--- config.mk ---
export PLATFORM = sky130hd
export DESIGN_NAME = hazard_scoreboard_unit_flat
export DESIGN_NICKNAME = d
export VERILOG_FILES = /design/src/rtl/hazard_scoreboard_unit_pkg.sv /design/src/rtl/hazard_scoreboard_unit_if.sv /design/src/rtl/hazard_scoreboard_unit_fwd_select.sv /design/src/rtl/hazard_scoreboard_unit.sv /design/src/flat_wrapper.sv
export SDC_FILE = /design/constraint.sdc
export NUM_CORES = 1
export LEC_CHECK = 0
export CAP_MARGIN = 20
export CORE_UTILIZATION = 35
export DETAILED_ROUTE_END_ITERATION = 16
export PLACE_DENSITY_LB_ADDON = 0.3
export REMOVE_ABC_BUFFERS = 1
export SETUP_SLACK_MARGIN = 0.3
export SLEW_MARGIN = 20
export SYNTH_ARGS = -nofsm -noshare
export SYNTH_HDL_FRONTEND = slang
export SYNTH_SLANG_ARGS = --single-unit
--- constraint.sdc ---
create_clock -name clk -period 14.1 [get_ports clk]
set_input_delay 1.41 -clock clk [delete_from_list [all_inputs] [get_ports clk]]
set_output_delay 1.41 -clock clk [all_outputs]
set_load 0.02 [all_outputs]
--- src/rtl/hazard_scoreboard_unit_pkg.sv ---
// Shared constants for the hazard scoreboard: forwarding mux encodings and
// nominal result latencies. Pure definitions, no timing or handshake.
package hazard_scoreboard_unit_pkg;

  localparam logic [1:0] FWD_RF    = 2'b00;
  localparam logic [1:0] FWD_EXMEM = 2'b10;
  localparam logic [1:0] FWD_MEMWB = 2'b01;

  localparam int LAT_ALU  = 1;
  localparam int LAT_LOAD = 2;

endpackage

--- src/rtl/hazard_scoreboard_unit_if.sv ---
// Bundle of ID/EX/MEM/WB pipeline fields into the scoreboard and its stall/select outputs.
// master drives the pipeline fields; slave is the scoreboard itself.
interface hazard_scoreboard_unit_if #(
  parameter int REG_AW  = 5,
  parameter int NUM_SRC = 2,
  parameter int LAT_W   = 3,
  parameter int CNT_W   = 32
);
  localparam int NUM_REGS = 2 ** REG_AW;

  logic                        id_valid;
  logic [NUM_SRC*REG_AW-1:0]   id_src_addr;
  logic [NUM_SRC-1:0]          id_src_used;
  logic                        id_is_branch;
  logic [REG_AW-1:0]           id_dst_addr;
  logic                        id_dst_we;
  logic [LAT_W-1:0]            id_dst_lat;
  logic [NUM_SRC*REG_AW-1:0]   ex_src_addr;
  logic [REG_AW-1:0]           ex_mem_rd;
  logic                        ex_mem_we;
  logic [REG_AW-1:0]           mem_wb_rd;
  logic                        mem_wb_we;
  logic                        stall;
  logic [NUM_SRC*2-1:0]        ex_fwd_sel;
  logic [NUM_SRC*2-1:0]        id_fwd_sel;
  logic [NUM_REGS-1:0]         sb_busy;
  logic [CNT_W-1:0]            stall_cycles;

  modport master (
    output id_valid, id_src_addr, id_src_used, id_is_branch,
           id_dst_addr, id_dst_we, id_dst_lat,
           ex_src_addr, ex_mem_rd, ex_mem_we, mem_wb_rd, mem_wb_we,
    input  stall, ex_fwd_sel, id_fwd_sel, sb_busy, stall_cycles
  );

  modport slave (
    input  id_valid, id_src_addr, id_src_used, id_is_branch,
           id_dst_addr, id_dst_we, id_dst_lat,
           ex_src_addr, ex_mem_rd, ex_mem_we, mem_wb_rd, mem_wb_we,
    output stall, ex_fwd_sel, id_fwd_sel, sb_busy, stall_cycles
  );

endinterface

--- src/rtl/hazard_scoreboard_unit_fwd_select.sv ---
// Operand forwarding select for one source address; purely combinational.
// EX/MEM wins over MEM/WB since it holds the younger result; $0 never forwards.
module hazard_scoreboard_unit_fwd_select
  import hazard_scoreboard_unit_pkg::*;
#(
  parameter int REG_AW = 5
) (
  input  logic [REG_AW-1:0] src,
  input  logic [REG_AW-1:0] ex_mem_rd,
  input  logic              ex_mem_we,
  input  logic [REG_AW-1:0] mem_wb_rd,
  input  logic              mem_wb_we,
  output logic [1:0]        sel
);

  always_comb begin
    sel = FWD_RF;
    if (ex_mem_we && (ex_mem_rd != '0) && (ex_mem_rd == src)) begin
      sel = FWD_EXMEM;
    end else if (mem_wb_we && (mem_wb_rd != '0) && (mem_wb_rd == src)) begin
      sel = FWD_MEMWB;
    end
  end

endmodule

--- src/rtl/hazard_scoreboard_unit.sv ---
// Per-register latency scoreboard: RAW/WAW stall same cycle (combinational), plus EX and ID forward selects.
// Stall holds the ID instruction; the scoreboard only counts down until the hazard clears.
module hazard_scoreboard_unit
  import hazard_scoreboard_unit_pkg::*;
#(
  parameter int REG_AW   = 5,
  parameter int NUM_REGS = 32,
  parameter int NUM_SRC  = 2,
  parameter int LAT_W    = 3,
  parameter int CNT_W    = 32
) (
  input  logic                    clk,
  input  logic                    rst_n,
  hazard_scoreboard_unit_if.slave bus
);

  logic [LAT_W-1:0]     cnt     [NUM_REGS];
  logic [LAT_W-1:0]     cnt_nxt [NUM_REGS];
  logic [NUM_REGS-1:0]  busy_nxt;
  logic [NUM_REGS-1:0]  busy_q;
  logic [CNT_W-1:0]     stall_cnt_q;
  logic [LAT_W-1:0]     thr;
  logic                 raw_hit;
  logic                 waw_hit;
  logic                 stall_i;
  logic                 issue;
  logic [NUM_SRC*2-1:0] ex_sel;
  logic [NUM_SRC*2-1:0] id_sel;

  // Branch operands are read in ID, so they must wait for the count to fully drain.
  always_comb begin
    thr     = bus.id_is_branch ? '0 : LAT_W'(LAT_ALU);
    raw_hit = 1'b0;
    for (int i = 0; i < NUM_SRC; i++) begin
      logic [REG_AW-1:0] a;
      a = bus.id_src_addr[i*REG_AW +: REG_AW];
      if (bus.id_src_used[i] && (a != '0) && (cnt[a] > thr)) begin
        raw_hit = 1'b1;
      end
    end
    waw_hit = bus.id_dst_we && (cnt[bus.id_dst_addr] > bus.id_dst_lat);
    stall_i = bus.id_valid && (raw_hit || waw_hit);
    issue   = bus.id_valid && !stall_i;
  end

  always_comb begin
    for (int r = 0; r < NUM_REGS; r++) begin
      cnt_nxt[r] = cnt[r];
      if (cnt[r] != '0) begin
        cnt_nxt[r] = cnt[r] - LAT_W'(1);
      end
      if ((r != 0) && issue && bus.id_dst_we && (bus.id_dst_addr == REG_AW'(r))) begin
        cnt_nxt[r] = bus.id_dst_lat;
      end
      busy_nxt[r] = (cnt_nxt[r] != '0);
    end
  end

  always_ff @(posedge clk or negedge rst_n) begin
    if (!rst_n) begin
      for (int r = 0; r < NUM_REGS; r++) begin
        cnt[r] <= '0;
      end
      busy_q      <= '0;
      stall_cnt_q <= '0;
    end else begin
      for (int r = 0; r < NUM_REGS; r++) begin
        cnt[r] <= cnt_nxt[r];
      end
      busy_q <= busy_nxt;
      if (stall_i && !(&stall_cnt_q)) begin
        stall_cnt_q <= stall_cnt_q + CNT_W'(1);
      end
    end
  end

  for (genvar i = 0; i < NUM_SRC; i++) begin : g_src
    hazard_scoreboard_unit_fwd_select #(.REG_AW(REG_AW)) u_ex_sel (
      .src       (bus.ex_src_addr[i*REG_AW +: REG_AW]),
      .ex_mem_rd (bus.ex_mem_rd),
      .ex_mem_we (bus.ex_mem_we),
      .mem_wb_rd (bus.mem_wb_rd),
      .mem_wb_we (bus.mem_wb_we),
      .sel       (ex_sel[2*i +: 2])
    );
    hazard_scoreboard_unit_fwd_select #(.REG_AW(REG_AW)) u_id_sel (
      .src       (bus.id_src_addr[i*REG_AW +: REG_AW]),
      .ex_mem_rd (bus.ex_mem_rd),
      .ex_mem_we (bus.ex_mem_we),
      .mem_wb_rd (bus.mem_wb_rd),
      .mem_wb_we (bus.mem_wb_we),
      .sel       (id_sel[2*i +: 2])
    );
  end

  assign bus.stall        = stall_i;
  assign bus.ex_fwd_sel   = ex_sel;
  assign bus.id_fwd_sel   = id_sel;
  assign bus.sb_busy      = busy_q;
  assign bus.stall_cycles = stall_cnt_q;

endmodule

--- src/flat_wrapper.sv ---
// flat-port wrapper written by rule: the top's interface ports become plain ports
module hazard_scoreboard_unit_flat import hazard_scoreboard_unit_pkg::*;
#(
  parameter int REG_AW   = 5,
  parameter int NUM_REGS = 32,
  parameter int NUM_SRC  = 2,
  parameter int LAT_W    = 3,
  parameter int CNT_W    = 32
)
  (clk, rst_n, bus_id_valid, bus_id_src_addr, bus_id_src_used, bus_id_is_branch, bus_id_dst_addr, bus_id_dst_we, bus_id_dst_lat, bus_ex_src_addr, bus_ex_mem_rd, bus_ex_mem_we, bus_mem_wb_rd, bus_mem_wb_we, bus_stall, bus_ex_fwd_sel, bus_id_fwd_sel, bus_sb_busy, bus_stall_cycles);
  hazard_scoreboard_unit_if #(.REG_AW(REG_AW), .NUM_SRC(NUM_SRC), .LAT_W(LAT_W), .CNT_W(CNT_W)) bus_i ();
  input  logic clk;
  input  logic rst_n;
  input wire logic [$bits(bus_i.id_valid)-1:0] bus_id_valid;
  input wire logic [$bits(bus_i.id_src_addr)-1:0] bus_id_src_addr;
  input wire logic [$bits(bus_i.id_src_used)-1:0] bus_id_src_used;
  input wire logic [$bits(bus_i.id_is_branch)-1:0] bus_id_is_branch;
  input wire logic [$bits(bus_i.id_dst_addr)-1:0] bus_id_dst_addr;
  input wire logic [$bits(bus_i.id_dst_we)-1:0] bus_id_dst_we;
  input wire logic [$bits(bus_i.id_dst_lat)-1:0] bus_id_dst_lat;
  input wire logic [$bits(bus_i.ex_src_addr)-1:0] bus_ex_src_addr;
  input wire logic [$bits(bus_i.ex_mem_rd)-1:0] bus_ex_mem_rd;
  input wire logic [$bits(bus_i.ex_mem_we)-1:0] bus_ex_mem_we;
  input wire logic [$bits(bus_i.mem_wb_rd)-1:0] bus_mem_wb_rd;
  input wire logic [$bits(bus_i.mem_wb_we)-1:0] bus_mem_wb_we;
  output wire logic [$bits(bus_i.stall)-1:0] bus_stall;
  output wire logic [$bits(bus_i.ex_fwd_sel)-1:0] bus_ex_fwd_sel;
  output wire logic [$bits(bus_i.id_fwd_sel)-1:0] bus_id_fwd_sel;
  output wire logic [$bits(bus_i.sb_busy)-1:0] bus_sb_busy;
  output wire logic [$bits(bus_i.stall_cycles)-1:0] bus_stall_cycles;
  assign bus_i.id_valid = bus_id_valid;
  assign bus_i.id_src_addr = bus_id_src_addr;
  assign bus_i.id_src_used = bus_id_src_used;
  assign bus_i.id_is_branch = bus_id_is_branch;
  assign bus_i.id_dst_addr = bus_id_dst_addr;
  assign bus_i.id_dst_we = bus_id_dst_we;
  assign bus_i.id_dst_lat = bus_id_dst_lat;
  assign bus_i.ex_src_addr = bus_ex_src_addr;
  assign bus_i.ex_mem_rd = bus_ex_mem_rd;
  assign bus_i.ex_mem_we = bus_ex_mem_we;
  assign bus_i.mem_wb_rd = bus_mem_wb_rd;
  assign bus_i.mem_wb_we = bus_mem_wb_we;
  assign bus_stall = bus_i.stall;
  assign bus_ex_fwd_sel = bus_i.ex_fwd_sel;
  assign bus_id_fwd_sel = bus_i.id_fwd_sel;
  assign bus_sb_busy = bus_i.sb_busy;
  assign bus_stall_cycles = bus_i.stall_cycles;
  hazard_scoreboard_unit #(.REG_AW(REG_AW), .NUM_REGS(NUM_REGS), .NUM_SRC(NUM_SRC), .LAT_W(LAT_W), .CNT_W(CNT_W)) u_core (.clk(clk), .rst_n(rst_n), .bus(bus_i));
endmodule
==> results of run 1 <==
==> synth_stat cells, drive strengths merged (7+ instances only) <==
cell type and number:
mux2 79, nor2b 20, and3 25, nand3 47
ha 101, nor3b 8, xnor2 74, mux4 54
nor2 62, nor4 15, a21oi 65, nand4 29
clkbuf 50, inv 137, nor3 25, dfrtp 160
nand2 14, or4 19, mux2i 52, a211oi 7
nand3b 17, buf 18, o211ai 9, xor2 29
o21ai 9
==> power breakdown <==
| part | internal (mW) | switching, mW | total [mW] |
|---|---|---|---|
| clock network | 0.239 | 0.232 | 0.472 |
| logic | 0.665 | 0.609 | 1.27 |
| registers | 0.609 | 0.187 | 0.796 |
| total | 1.51 | 1.03 | 2.54 |
==> stage by stage <==
| step | instance area, µm² | instances | hold slack, ns | utilization (%) |
|---|---|---|---|---|
| 2_1_floorplan | 11760 | 1095 | 0.4939 | - |
| 4_1_cts | 14230 | 1709 | 0.5000 | 42.22 |
| 5_1_grt | 14230 | 1709 | 0.5265 | 42.22 |
| 6_report | 14230 | 1709 | 0.4971 | 42.22 |
| 3_3_place_gp | 13640 | 1677 | 0.4826 | 40.47 |
| 3_5_place_dp | 13640 | 1677 | 0.4812 | 40.47 |
==> cells by family (layout without fill, tap and decap cells) <==
group                    count (synthesis)  count (layout)  share of synthesized area (%)
AND/OR/NAND/NOR                        302             302                          14.45
flip-flops                             160             160                          33.20
XOR/XNOR                               103             103                          7.481
adder cells (fa/ha/maj)                101             101                          10.48
multiplexers                           185             185                          22.28
AO/OA/AOI/OAI                          106             106                          5.333
buffers and inverters                  206             304                          6.775
==> critical path, stage by stage <==
cell and delay, ns:
clkdlybuf4s50_1 0.99, clkinv_1 0.92, ha_1 0.59, nor2b_1 0.14, o21a_1 0.16, o211ai_1 0.17
o211ai_1 0.12, nor3_2 0.35, and2_1 0.55, nor2_1 0.11, clkdlybuf4s50_1 0.60
==> sequential cells by signal, summed over array words and instances (netlist names), named ones only <==
name	count
u_core.bus.sb_busy	32
u_core.cnt	94
u_core.bus.stall_cycles	32
==> worst min-delay path by stage <==
stage,from,end,slack (ns)
floorplan,u_core.cnt[93]$_DFF_PN0_,u_core.cnt[93]$_DFF_PN0_,0.49
global placement,u_core.bus.stall_cycles[10]$_DFFE_PN0P_,u_core.bus.stall_cycles[10]$_DFFE_PN0P_,0.48
detailed placement,u_core.bus.stall_cycles[10]$_DFFE_PN0P_,u_core.bus.stall_cycles[10]$_DFFE_PN0P_,0.48
CTS,u_core.bus.stall_cycles[10]$_DFFE_PN0P_,u_core.bus.stall_cycles[10]$_DFFE_PN0P_,0.50
global route,u_core.bus.stall_cycles[25]$_DFFE_PN0P_,u_core.bus.stall_cycles[25]$_DFFE_PN0P_,0.53
finish,u_core.bus.stall_cycles[10]$_DFFE_PN0P_,u_core.bus.stall_cycles[10]$_DFFE_PN0P_,0.50
==> cell type report <==
class / instances / area [µm²]
Clock buffer: 18 / 429.2
Sequential cell: 160 / 4004
Tap cell: 448 / 560.5
Fill cell: 3273 / 19470
Inverter: 138 / 518.0
Clock inverter: 14 / 160.2
Timing Repair Buffer: 134 / 1300
Multi-Input combinational cell: 797 / 7256
==> metal layers <==
layer | vias up | GRT usage, % | part of all wire (%)
met5 | - | 0 | 0
met3 | 43 | 4.660 | 7.3
met1 | 4541 | 25.69 | 45
met4 | 0 | 5.629 | 1.9
met2 | 315 | 30.38 | 46
li1 | 4266 | - | -
==> flow_metrics.env, run 1 <==
export IMPL_coreArea_um2=33700
export IMPL_max_cap_violations=0
export IMPL_ys_types=54
export IMPL_startpoint_type="input pin"
export IMPL_yosysWarnings=0
export IMPL_setup_worst_path_end_class="output pin"
export IMPL_netlist_area_leader_share_pct=33.20
export IMPL_grt_max_degree=67
export IMPL_yosysSeqAreaShare_pct=33.20
export IMPL_cts_made_buffers=17
export IMPL_leakagePower_nw=6.239
export IMPL_layout_common_cells="dfrtp_1, inv_1, clkdlybuf4s50_1"
export IMPL_hold_path_class="reg2reg"
export IMPL_dp_hpwl_um=23620
export IMPL_crit_fanout=18
export IMPL_finalWorstSetupSlack_ns=6.566
export IMPL_arrival_ns=6.12
export IMPL_antenna_found_initial=0
export IMPL_grt_first_pass_wirelength_um=52300
export IMPL_cts_sinks=160
export IMPL_synth_cells=1163
export IMPL_grt_usage_pct=19.12
export IMPL_fmax_mhz=132.7
export IMPL_post_route_drc_count=0
export IMPL_cts_root_buf="clkbuf_16"
export IMPL_die_w_um=187.6
export IMPL_port_buffer_count=119
export IMPL_start_util_pct=35.78
export IMPL_num_rows=67
export IMPL_hold_depth=1
export IMPL_worst_slew_pin_slew_ns=0.8934
export IMPL_post_place_ws_ns=6.601
export IMPL_grt_setup_unrepaired="no"
export IMPL_synthTopCellsByArea="dfrtp_1, ha_1, mux4_2, xnor2_1, mux2_2"
export IMPL_die_h_um=187.6
export IMPL_postRouteAntennaNets=0
export IMPL_ys_flop_type="dfrtp_1"
export IMPL_synth_async_reset_ratio_pct=100.0
export IMPL_reg2reg_slack_ns=9.51
export IMPL_r2r_end="u_core.cnt[29]$_DFF_PN0_"
export IMPL_vias=9165
export IMPL_synth_edf_count=0
export IMPL_reg2reg_depth=12
export IMPL_yosysTopAreaCell="dfrtp_1"
export IMPL_antenna_cells=0
export IMPL_layout_drive_gt1_share_pct=14.43
export IMPL_status="finished, final reports clean"
export IMPL_worstSetupStartpoint="bus_id_dst_lat[1]"
export IMPL_ios=120
export IMPL_setup_viol=0
export IMPL_finalSetupTns_ns=0
export IMPL_synth_seq_cells=160
export IMPL_crit_required_ns=12.69
export IMPL_clk_pin_slew_ns=0.08
export IMPL_avgViaCountPerCell=5.363
export IMPL_wirelength_um=33030
export IMPL_finalMaxSlewViolations=0
export IMPL_ir_drop_uv=96.65
export IMPL_cts_max_path_buffers=2
export IMPL_gp_congestion=0.9620
export IMPL_first_iter_violations=626
export IMPL_grt_pass1_vias=9139
export IMPL_fin_crit_sh_pct=53.43
export IMPL_grt_overflow_total=0
export IMPL_total_power_mw=2.541
export IMPL_r2r_start="u_core.cnt[85]$_DFF_PN0_"
export IMPL_hold_violations=0
export IMPL_period_needed_ns=7.534
export IMPL_die_area_um2=35200
export IMPL_wl_per_cell_um=19.32
export IMPL_area_growth_pct=17.98
export IMPL_cts_tree="yes"
export IMPL_finClkSkew_ns=0.01725
export IMPL_cts_hold_buf=0
export IMPL_clk_latency_ns=0.45
export IMPL_drtPass1Iterations=5
export IMPL_final_common_cell="dfrtp_1"
export IMPL_syn_area_per_cell_um2=10.37
export IMPL_cts_repair_resized=0
export IMPL_pwr_density_cell_nw_per_um2=178.6
export IMPL_crit_path_end="bus_stall"
export IMPL_h_tree_depth=4
export IMPL_cts_setup_buffers=0
export IMPL_worstSetupPathType="in2out"
export IMPL_slew_headroom_pct=40.44
export IMPL_synth_area_um2=12060
export IMPL_finalNetCount=1396
Power figures use the tool's default switching activity.
==> inputs of run 2 (changes only) <==
==> constraint.sdc (replaced) <==
create_clock -name clk -period 7 [get_ports clk]
set_input_delay 0.7 -clock clk [delete_from_list [all_inputs] [get_ports clk]]
set_output_delay 0.7 -clock clk [all_outputs]
set_load 0.02 [all_outputs]
==> run 2 against run 1 <==
Core utilization increased by 0.10 points; clock power grew 99%; clock skew is 0.00055 ns lower; flip-flop and latch count is the same; worst hold slack got worse by 0.20 ns; sequential share of layout area decreased by 0.069 points; power up 100%; via count is 1.3% higher; register-to-register slack got worse by 7.2 ns; largest power group unchanged; highest routed layer unchanged.
==> flow_metrics.env, run 2 (same netlist as run 1, synthesis figures left out) <==
export IMPL_status="finished, final reports clean"
export IMPL_pwr_share_clk_pct=18.4
export IMPL_num_fill_cells=3259
export IMPL_seqCellArea_um2=4004
export IMPL_cts_root_buf="clkbuf_16"
export IMPL_crit_required_ns=6.30
export IMPL_p_sw_share_pct=40.38
export IMPL_reg2reg_depth=12
export IMPL_largest_register="u_core.cnt"
export IMPL_worst_slew_pin_slew_ns=1.019
export IMPL_h_tree_depth=4
export IMPL_die_h_um=187.6
export IMPL_r2r_end="u_core.cnt[28]$_DFF_PN0_"
export IMPL_coreArea_um2=33700
export IMPL_fin_crit_sh_pct=84.32
export IMPL_period_needed_ns=5.902
export IMPL_seqPwrFrac_pct=31.1
export IMPL_cts_sinks=160
export IMPL_finClkSkew_ns=0.01671
export IMPL_combPwrFrac_pct=50.6
export IMPL_avgViaCountPerCell=5.413
export IMPL_gp_congestion=0.9309
export IMPL_finalMaxSlewViolations=0
export IMPL_worstSetupStartpoint="bus_id_dst_addr[1]"
export IMPL_port_buffer_count=119
export IMPL_hold_violations=0
export IMPL_r2r_start="u_core.cnt[61]$_DFF_PN0_"
export IMPL_max_cap_violations=0
export IMPL_final_common_cell="dfrtp_1"
export IMPL_ios=120
export IMPL_wl_per_cell_um=19.44
export IMPL_leakagePower_nw=6.267
export IMPL_wirelength_um=33340
export IMPL_grt_max_degree=93
export IMPL_layout_drive_gt1_share_pct=15.07
export IMPL_fmax_mhz=169.4
export IMPL_instances_no_fill=1715
export IMPL_clk_pin_slew_ns=0.08
export IMPL_p_int_mw=3.052
export IMPL_cts_setup_buffers=0
export IMPL_worstSetupPathType="in2out"
export IMPL_post_route_drc_count=0
export IMPL_grt_pass1_vias=9411
export IMPL_cts_made_buffers=17
export IMPL_pwr_density_cell_nw_per_um2=358.9
export IMPL_dp_hpwl_um=23870
export IMPL_setup_worst_path_end_class="output pin"
export IMPL_switchingPower_mw=2.067
export IMPL_crit_path_end="bus_stall"
export IMPL_grt_usage_pct=19.31
export IMPL_finalWorstSetupSlack_ns=1.098
export IMPL_grt_first_pass_wirelength_um=52730
export IMPL_postRouteAntennaNets=0
export IMPL_post_place_ws_ns=1.075
export IMPL_reg2reg_slack_ns=2.34
export IMPL_startpoint_type="input pin"
export IMPL_antenna_found_initial=0
export IMPL_crit_fanout=20
export IMPL_grt_overflow_total=0
export IMPL_multi_input_area_um2=7256
export IMPL_cts_max_path_buffers=2
export IMPL_area_growth_pct=18.27
export IMPL_cts_hold_buf=0
export IMPL_arrival_ns=5.20
export IMPL_hold_path_class="in2async"
export IMPL_cts_repair_resized=0
export IMPL_num_rows=67
export IMPL_drtPass1Iterations=5
export IMPL_largest_reg_flops=94
export IMPL_clk_latency_ns=0.45
export IMPL_die_w_um=187.6
export IMPL_grt_setup_unrepaired="no"
export IMPL_slew_headroom_pct=31.84
export IMPL_vias=9283
export IMPL_antenna_cells=0
export IMPL_ir_drop_uv=244.8
export IMPL_die_area_um2=35200
export IMPL_finalSetupTns_ns=0
export IMPL_start_util_pct=35.78
export IMPL_setup_viol=0
export IMPL_first_iter_violations=695
export IMPL_dp_cells=1683
export IMPL_layout_common_cells="dfrtp_1, inv_1, clkdlybuf4s50_1"
export IMPL_cts_tree="yes"
export IMPL_finalNetCount=1402
run 2: per-layer routing:
metal	global-route usage (%)	vias to the layer above	part of all wire [%]
li1	-	4276	-
met1	25.64	4622	45
met2	30.87	337	46
met3	4.567	48	7.1
met4	6.285	0	2.3
met5	0	-	0
run 2: cell type report:
type	instances	area share, %
Multi-Input combinational cell	797	50.87
Sequential cell	160	28.07
Timing Repair Buffer	140	9.360
Tap cell	448	3.930
Inverter	138	3.632
Clock buffer	17	2.983
Clock inverter	15	1.149
run 2: power by group through the flow:
stage	clock (mW)	combinational [mW]	sequential, mW
after detailed placement	0	2.57	1.60
after CTS	0.964	2.60	1.58
after global placement	0	2.50	1.61
after global routing	1.00	2.87	1.63
after floorplan	0	1.82	1.57
final	0.940	2.59	1.59
run 2: through the flow:
stage               area, µm²  hold slack, ns  total power [mW]  util (%)
CTS                     14270          0.3560             5.146     42.35
floorplan               11760          0.4044             3.389         -
finish                  14260          0.2927             5.119     42.32
global route            14260          0.3752             5.505     42.32
global placement        13680          0.4812             4.104     40.60
detailed placement      13680          0.4852             4.169     40.60
run 2: critical path: stages:
cell	delay (ns)
clkdlybuf4s50_1	1.14
mux4_2	0.43
mux4_2	0.50
mux2_2	0.28
ha_1	0.29
nor2b_1	0.14
o21a_1	0.16
o211ai_1	0.16
o211ai_1	0.13
nor3_2	0.40
and2_1	0.21
nor2_1	0.05
clkdlybuf4s50_1	0.60
run 2: worst min path at each step:
stage	endpoint	slack [ns]	start
after global routing	u_core.bus.stall_cycles[13]$_DFFE_PN0P_	0.38	rst_n
final	u_core.bus.stall_cycles[12]$_DFFE_PN0P_	0.29	rst_n
after CTS	u_core.bus.stall_cycles[13]$_DFFE_PN0P_	0.36	rst_n
after floorplan	async pin	0.40	rst_n
after detailed placement	u_core.bus.stall_cycles[10]$_DFFE_PN0P_	0.49	u_core.bus.stall_cycles[10]$_DFFE_PN0P_
after global placement	u_core.bus.stall_cycles[23]$_DFFE_PN0P_	0.48	u_core.bus.stall_cycles[23]$_DFFE_PN0P_
